## src/rtl/clk_div_ctrl_if.sv

```systemverilog
//------------------------------------------------------------------------------
// Module  : clk_div_ctrl_if
// Brief   : Enable, config handshake and divided-output bundle for clk_div_ctrl.
//           CLKDIV_CTRL_TICKCNT_EN adds the tick_cnt signal.
// Revision: 1.0 - initial release
//------------------------------------------------------------------------------
`default_nettype none

interface clk_div_ctrl_if #(
    parameter int CNT_W = 8
);
    logic             enable;
    logic             cfg_valid;
    logic [CNT_W-1:0] cfg_div;
    logic             cfg_ready;
    logic             cfg_err;
    logic [CNT_W-1:0] cur_div;
    logic             busy;
    logic             tick;
    logic             div_out;
`ifdef CLKDIV_CTRL_TICKCNT_EN
    logic [15:0]      tick_cnt;

    modport master (
        output enable, cfg_valid, cfg_div,
        input  cfg_ready, cfg_err, cur_div, busy, tick, div_out, tick_cnt
    );
    modport slave (
        input  enable, cfg_valid, cfg_div,
        output cfg_ready, cfg_err, cur_div, busy, tick, div_out, tick_cnt
    );
`else
    modport master (
        output enable, cfg_valid, cfg_div,
        input  cfg_ready, cfg_err, cur_div, busy, tick, div_out
    );
    modport slave (
        input  enable, cfg_valid, cfg_div,
        output cfg_ready, cfg_err, cur_div, busy, tick, div_out
    );
`endif
endinterface

`default_nettype wire

```

## src/rtl/clk_div_ctrl.sv

```systemverilog
//------------------------------------------------------------------------------
// Module  : clk_div_ctrl
// Brief   : Run-time programmable clock-enable divider; new ratios take effect
//           only at a period boundary. CLKDIV_CTRL_TICKCNT_EN adds tick_cnt.
// Revision: 1.0 - initial release
//------------------------------------------------------------------------------
`default_nettype none

module clk_div_ctrl #(
    parameter int CNT_W       = 8,
    parameter int DEFAULT_DIV = 2
) (
    input  wire logic     clk,
    input  wire logic     rst,
    clk_div_ctrl_if.slave bus
);

    localparam logic [1:0]       c_ST_IDLE     = 2'd0;
    localparam logic [1:0]       c_ST_RUN      = 2'd1;
    localparam logic [1:0]       c_ST_PEND     = 2'd2;
    localparam logic [CNT_W-1:0] c_DEFAULT_DIV = CNT_W'(DEFAULT_DIV);
    localparam logic [CNT_W-1:0] c_ONE         = CNT_W'(1);
    localparam logic [CNT_W-1:0] c_MIN_DIV     = CNT_W'(2);

    typedef enum logic [1:0] {
        IDLE = c_ST_IDLE,
        RUN  = c_ST_RUN,
        PEND = c_ST_PEND
    } state_t;

    state_t           r_state,    w_state_nxt;
    logic [CNT_W-1:0] r_count,    w_count_nxt;
    logic [CNT_W-1:0] r_cur_div,  w_cur_div_nxt;
    logic [CNT_W-1:0] r_pend_div, w_pend_div_nxt;
    logic             r_div_out,  w_div_out_nxt;
    logic             r_cfg_err,  w_cfg_err_nxt;
    logic             w_cfg_ready;
    logic             w_xfer;
    logic             w_legal;
    logic             w_tick;
    logic [CNT_W:0]   w_high_len;

    assign w_cfg_ready = (r_state != PEND);
    assign w_xfer      = bus.cfg_valid & w_cfg_ready;
    assign w_legal     = w_xfer & (bus.cfg_div >= c_MIN_DIV);
    assign w_tick      = (r_state != IDLE) && (r_count == (r_cur_div - c_ONE));

    always_comb begin
        w_state_nxt    = r_state;
        w_count_nxt    = r_count;
        w_cur_div_nxt  = r_cur_div;
        w_pend_div_nxt = r_pend_div;
        w_cfg_err_nxt  = w_xfer & ~w_legal;
        case (r_state)
            IDLE: begin
                w_count_nxt = '0;
                if (w_legal) w_cur_div_nxt = bus.cfg_div;
                if (bus.enable) w_state_nxt = RUN;
            end
            RUN: begin
                if (!bus.enable) begin
                    w_state_nxt = IDLE;
                    w_count_nxt = '0;
                    if (w_legal) w_cur_div_nxt = bus.cfg_div;
                end else if (w_tick) begin
                    // A ratio arriving on the boundary cycle applies right away.
                    w_count_nxt = '0;
                    if (w_legal) w_cur_div_nxt = bus.cfg_div;
                end else begin
                    w_count_nxt = r_count + c_ONE;
                    if (w_legal) begin
                        w_pend_div_nxt = bus.cfg_div;
                        w_state_nxt    = PEND;
                    end
                end
            end
            PEND: begin
                if (!bus.enable) begin
                    w_state_nxt   = IDLE;
                    w_count_nxt   = '0;
                    w_cur_div_nxt = r_pend_div;
                end else if (w_tick) begin
                    w_state_nxt   = RUN;
                    w_count_nxt   = '0;
                    w_cur_div_nxt = r_pend_div;
                end else begin
                    w_count_nxt = r_count + c_ONE;
                end
            end
            default: begin
                w_state_nxt = IDLE;
                w_count_nxt = '0;
            end
        endcase
    end

    // High for the first ceil(N/2) counts of the period that will be in force.
    assign w_high_len    = ({1'b0, w_cur_div_nxt} + {{CNT_W{1'b0}}, 1'b1}) >> 1;
    assign w_div_out_nxt = (w_state_nxt != IDLE) && ({1'b0, w_count_nxt} < w_high_len);

    always_ff @(posedge clk or posedge rst) begin
        if (rst) begin
            r_state    <= IDLE;
            r_count    <= '0;
            r_cur_div  <= c_DEFAULT_DIV;
            r_pend_div <= c_DEFAULT_DIV;
            r_div_out  <= 1'b0;
            r_cfg_err  <= 1'b0;
        end else begin
            r_state    <= w_state_nxt;
            r_count    <= w_count_nxt;
            r_cur_div  <= w_cur_div_nxt;
            r_pend_div <= w_pend_div_nxt;
            r_div_out  <= w_div_out_nxt;
            r_cfg_err  <= w_cfg_err_nxt;
        end
    end

    assign bus.cfg_ready = w_cfg_ready;
    assign bus.cfg_err   = r_cfg_err;
    assign bus.cur_div   = r_cur_div;
    assign bus.busy      = (r_state == PEND);
    assign bus.tick      = w_tick;
    assign bus.div_out   = r_div_out;

`ifdef CLKDIV_CTRL_TICKCNT_EN
    logic [15:0] r_tick_cnt;

    // A ratio change restarts the count even if it lands on a tick.
    always_ff @(posedge clk or posedge rst) begin
        if (rst) begin
            r_tick_cnt <= 16'd0;
        end else if (w_cur_div_nxt != r_cur_div) begin
            r_tick_cnt <= 16'd0;
        end else if (w_tick) begin
            r_tick_cnt <= r_tick_cnt + 16'd1;
        end
    end

    assign bus.tick_cnt = r_tick_cnt;
`endif

endmodule

`default_nettype wire

```

## src/flat_wrapper.sv

```systemverilog
// flat-port wrapper written by rule: the top's interface ports become plain ports
module clk_div_ctrl_flat 
#(
    parameter int CNT_W       = 8,
    parameter int DEFAULT_DIV = 2
)
  (clk, rst, bus_enable, bus_cfg_valid, bus_cfg_div, bus_cfg_ready, bus_cfg_err, bus_cur_div, bus_busy, bus_tick, bus_div_out);
  clk_div_ctrl_if #(.CNT_W(CNT_W)) bus_i ();
  input  wire logic clk;
  input  wire logic rst;
  input wire logic [$bits(bus_i.enable)-1:0] bus_enable;
  input wire logic [$bits(bus_i.cfg_valid)-1:0] bus_cfg_valid;
  input wire logic [$bits(bus_i.cfg_div)-1:0] bus_cfg_div;
  output wire logic [$bits(bus_i.cfg_ready)-1:0] bus_cfg_ready;
  output wire logic [$bits(bus_i.cfg_err)-1:0] bus_cfg_err;
  output wire logic [$bits(bus_i.cur_div)-1:0] bus_cur_div;
  output wire logic [$bits(bus_i.busy)-1:0] bus_busy;
  output wire logic [$bits(bus_i.tick)-1:0] bus_tick;
  output wire logic [$bits(bus_i.div_out)-1:0] bus_div_out;
  assign bus_i.enable = bus_enable;
  assign bus_i.cfg_valid = bus_cfg_valid;
  assign bus_i.cfg_div = bus_cfg_div;
  assign bus_cfg_ready = bus_i.cfg_ready;
  assign bus_cfg_err = bus_i.cfg_err;
  assign bus_cur_div = bus_i.cur_div;
  assign bus_busy = bus_i.busy;
  assign bus_tick = bus_i.tick;
  assign bus_div_out = bus_i.div_out;
  clk_div_ctrl #(.CNT_W(CNT_W), .DEFAULT_DIV(DEFAULT_DIV)) u_core (.clk(clk), .rst(rst), .bus(bus_i));
endmodule
```

## config.mk

```make
export PLATFORM = sky130hd
export DESIGN_NAME = clk_div_ctrl_flat
export DESIGN_NICKNAME = d
export VERILOG_FILES = /design/src/rtl/clk_div_ctrl_if.sv /design/src/rtl/clk_div_ctrl.sv /design/src/flat_wrapper.sv
export SDC_FILE = /design/constraint.sdc
export NUM_CORES = 1
export LEC_CHECK = 0
export ABC_AREA = 1
export CORE_MARGIN = 3
export CORE_UTILIZATION = 56
export CTS_CLUSTER_SIZE = 40
export DETAILED_ROUTE_END_ITERATION = 7
export GPL_ROUTABILITY_DRIVEN = 0
export PLACE_DENSITY_LB_ADDON = 0.1
export SLEW_MARGIN = 25
export SYNTH_ARGS = -nofsm -noshare
export SYNTH_HDL_FRONTEND = slang
export SYNTH_SLANG_ARGS = --single-unit
```

## constraint.sdc

```tcl
create_clock -name clk -period 4.3 [get_ports clk]
set_clock_uncertainty 0.1 [all_clocks]
set_input_delay 0.645 -clock clk [delete_from_list [all_inputs] [get_ports clk]]
set_output_delay 0.645 -clock clk [all_outputs]
set_load 0.01 [all_outputs]
```

==> flow_summary_export.csv <==
group,metric,value,unit
run_status,status,"completed",
global_route,grt_antenna_before_repair,0,
cells_and_area,area.growth.synth_to_final,13.93,%
place,port_buffers,24,
power,switching_power,821.6,uW
cts,clk_pin_slew,0.11,ns
detailed_routing,drt_pre_antenna_iters,5,
hold_path,hold_path.class,"flop to flop",
timing,timing.fmax,0.2603,GHz
setup_path,critPathMaxStageDelay,0.60,ns
power,power_switching_share,0.4876,
cts,clk_root_buffer_cell,"sky130_fd_sc_hd__clkbuf_8",
power,clock_power_share,0.131,
cts,cts_tree,"built",
cts,worst_case_clock_buffer_depth,2,
timing,final_hold_viol_count,0,
job,timing.max_cap.violations,0,
cells_and_area,antenna_cells_inserted,0,
power,cell_internal_pwr,863.5,uW
cts,cts-buffers-inserted,3,
timing,timing.hold.ws,0.4010,ns
global_route,grt_pass1_vias,2000,
cells_and_area,proportion_of_layout_cells_with_a_drive_suffix_above_1,0.1076,
synthesis,synth_cell_types,33,
setup_path,path_buf_inv,3,
synthesis,largest_area_contributor_in_the_netlist,"sky130_fd_sc_hd__dfrtp_1",
floorplanning,top_level_ports,25,
detailed_routing,vias,2217,
setup_path,timing.critical_path.max_delay_family,"simple AND/OR/NAND/NOR gates",
timing,timing.final.setup_violations,0,
power,power_frac_seq,0.282,
timing,period_needed,3.841,ns
cts,postCtsSetupBuffers,0,
detailed_routing,routedWlPerCell,14.71,microns
synthesis,synth_seq_cells,28,
setup_path,critPathArrivalTime,3.97,ns
setup_path,crit_path_end_kind,"flop",
timing,rel_slew_slack,0.5347,
setup_path,kind_of_critical_path,"flop to flop",
floorplanning,horizontal_die_dimension,70.08,microns
timing,period_share,0.8933,
synthesis,yosysSeqAreaShare,0.3058,
timing,fin_setup_tns,0,ns
floorplanning,floorplan.core_area,0.003799,sq mm
global_route,grt_pass1_wl,9.901,mm
floorplanning,die_h,70.08,microns
detailed_routing,ant_nets,0,
synthesis,synthDominantCellAreaShare,0.2829,
synthesis,mappedNetlistNets,360,
setup_path,worstPathRequired,4.43,ns
power,combinationalPowerShare,0.587,
detailed_routing,routed_via_density,5.529,
detailed_routing,drt_wl_total,5.900,mm
detailed_routing,detail_route.iter0.violations,261,
timing,grt_setup_unrepaired,"no",
timing,worst_slew_pin_slew,0.6926,ns
setup_path,critPathSlowestCell,"sky130_fd_sc_hd__dfstp_2",
global_route,grt_start_max_net_pins,29,
setup_path,critPathMostFrequentCell,"sky130_fd_sc_hd__nand2_1",
power,leakage,0.001330,uW
synthesis,area_contributors_post_synth,"sky130_fd_sc_hd__dfrtp_1, sky130_fd_sc_hd__nand2_1, sky130_fd_sc_hd__ha_1",
global_route,grt.overflow.total,0,
floorplanning,rows,22,
timing,timing.final.max_slew_violations,0,
synthesis,synth_warnings,0,
power,cellPowerDensity,643.1,mW/mm^2
place,dpl.hpwl,4.519,mm
synthesis,synthesis.area_per_instance,6.885,sq um
setup_path,crit_path_start_kind,"flop",
synthesis,syn-instance-count,334,
cts,cts.hold.buffers_added,0,
setup_path,path_max_fanout,18,
cts,numClockSinks,28,
power,ir_worst_vdd,0.4355,mV
synthesis,mappedNetlistArea,0.002300,sq mm
detailed_routing,drc,0,
cts,worstSkewPairLatency,0.29,ns
floorplanning,floorplan.initialDensity,0.6054,
cts,cts_max_level,1,
cts,cts_resized,0,
global_route,grt_overall_usage,0.2480,
cells_and_area,finalNetCount,380,
floorplanning,dieArea,0.004911,sq mm
-- synth_stat cells (all sizes together) --
cell type / number
nand4: 10
nand3: 35
clkbuf: 5
buf: 5
a21oi: 9
clkinv: 1
dfstp: 2
xor2: 7
o211ai: 1
o21ai: 25
a211oi: 1
or2: 2
nand2: 103
ha: 14
inv: 41
dfrtp: 26
and2: 2
nor3: 3
xnor2: 4
o221ai: 1
nor3b: 2
nand3b: 1
nor2: 34
-- placed cells by master, fill, tap and decap left out, types with 9 or more instances in the layout --
master / n
sky130_fd_sc_hd__nand2_1: 94
sky130_fd_sc_hd__inv_1: 36
sky130_fd_sc_hd__nand3_1: 31
sky130_fd_sc_hd__nor2_1: 26
sky130_fd_sc_hd__dfrtp_1: 26
sky130_fd_sc_hd__clkdlybuf4s50_1: 24
sky130_fd_sc_hd__o21ai_0: 15
sky130_fd_sc_hd__ha_1: 13
sky130_fd_sc_hd__nand4_1: 10
sky130_fd_sc_hd__o21ai_1: 9
sky130_fd_sc_hd__a21oi_1: 9
-- power groups by stage --
stage / clock network (uW) / registers [uW] / logic, uW
3_5_place_dp: 0 / 477 / 974
6_report: 221 / 476 / 989
2_1_floorplan: 0 / 454 / 711
3_3_place_gp: 0 / 480 / 964
4_1_cts: 221 / 473 / 982
5_1_grt: 230 / 487 / 1120
-- flip-flops by register name, indices dropped and copies added, names as in the netlist --
| name | cells |
|---|---|
| u_core.bus.div_out | 1 |
| u_core.r_count | 8 |
| u_core.bus.cfg_err | 1 |
| u_core.r_state | 2 |
| u_core.bus.cur_div | 8 |
| u_core.r_pend_div | 8 |
-- worst register-to-register path, stage by stage, from the launching register on --
cell and delay, ns:
sky130_fd_sc_hd__dfstp_2 0.60, sky130_fd_sc_hd__inv_1 0.07, sky130_fd_sc_hd__ha_1 0.24, sky130_fd_sc_hd__inv_1 0.07
sky130_fd_sc_hd__nand2_1 0.06, sky130_fd_sc_hd__nand2_1 0.09, sky130_fd_sc_hd__nand2_1 0.05, sky130_fd_sc_hd__nand2_1 0.05
sky130_fd_sc_hd__nand3_1 0.09, sky130_fd_sc_hd__nor2_2 0.13, sky130_fd_sc_hd__nand2_4 0.15, sky130_fd_sc_hd__nand2_4 0.16
sky130_fd_sc_hd__nand2_1 0.07, sky130_fd_sc_hd__nand2_1 0.17, sky130_fd_sc_hd__nand2_1 0.07, sky130_fd_sc_hd__nand3_1 0.08
sky130_fd_sc_hd__o21ai_1 0.12, sky130_fd_sc_hd__inv_1 0.15, sky130_fd_sc_hd__ha_2 0.23, sky130_fd_sc_hd__nand2_1 0.07
sky130_fd_sc_hd__nor2_2 0.11, sky130_fd_sc_hd__nand4_1 0.10, sky130_fd_sc_hd__ha_1 0.30, sky130_fd_sc_hd__nand2_1 0.09
sky130_fd_sc_hd__nor2_1 0.05, sky130_fd_sc_hd__a211oi_1 0.16, sky130_fd_sc_hd__nand2_1 0.08, sky130_fd_sc_hd__nor2_1 0.08
-- per-stage QoR --
| step | util | cell area (sq um) | total power (uW) | instances | setup slack [ns] |
|---|---|---|---|---|---|
| floorplan | - | 2300 | 1165 | 334 | 0.8924 |
| global placement | 0.6703 | 2546 | 1444 | 397 | 0.4147 |
| detailed placement | 0.6703 | 2546 | 1451 | 397 | 0.3716 |
| CTS | 0.6891 | 2618 | 1676 | 401 | 0.4545 |
| global route | 0.6897 | 2620 | 1837 | 401 | 0.03068 |
| finish | 0.6897 | 2620 | 1685 | 401 | 0.4587 |
-- kinds of logic after synthesis --
logic type	count (synthesis)	synth area share
and+or+nand+nor	192	0.3944
AOI/OAI and AO/OA	37	0.08596
DFF	28	0.3058
buffers and inverters	52	0.09575
xor gates and xnor gates	11	0.04189
adders and majority gates	14	0.07617
-- per-layer routing --
| metal | vias to the layer above | GRT usage | wire length (microns) | share of wire |
|---|---|---|---|---|
| li1 | 1114 | - | - | - |
| met1 | 1014 | 0.3927 | 2901 | 0.49 |
| met2 | 81 | 0.3547 | 2573 | 0.44 |
| met3 | 8 | 0.03309 | 352 | 0.060 |
| met4 | 0 | 0.05319 | 72 | 0.012 |
| met5 | - | 0 | 0 | 0 |
-- final cells by class --
cell class	instances	area, sq um
fillers	348	1179
inverters	42	158.9
well taps	48	60.06
repair buffers	25	247.7
clock inverters	1	30.03
flip-flops and latches	28	703.2
multi-input cells	254	1379
clock buffers	3	41.29
-- path summary, 6_finish.rpt --
check	endpoint	slack, ns	start	cells past startpoint
max in group asynchronous	u_core.r_count[2]	3.05	rst	2
hold reg to reg	u_core.r_pend_div[1]	0.40	u_core.r_pend_div[1]	2
setup reg to reg	u_core.bus.div_out	0.46	u_core.bus.cur_div[1]	27
min in group asynchronous	u_core.r_pend_div[3]	0.65	rst	2
hold / removal	u_core.r_pend_div[1]	0.40	u_core.r_pend_div[1]	2
setup / recovery	u_core.bus.div_out	0.46	u_core.bus.cur_div[1]	27
(Power assumes the default switching activity.)
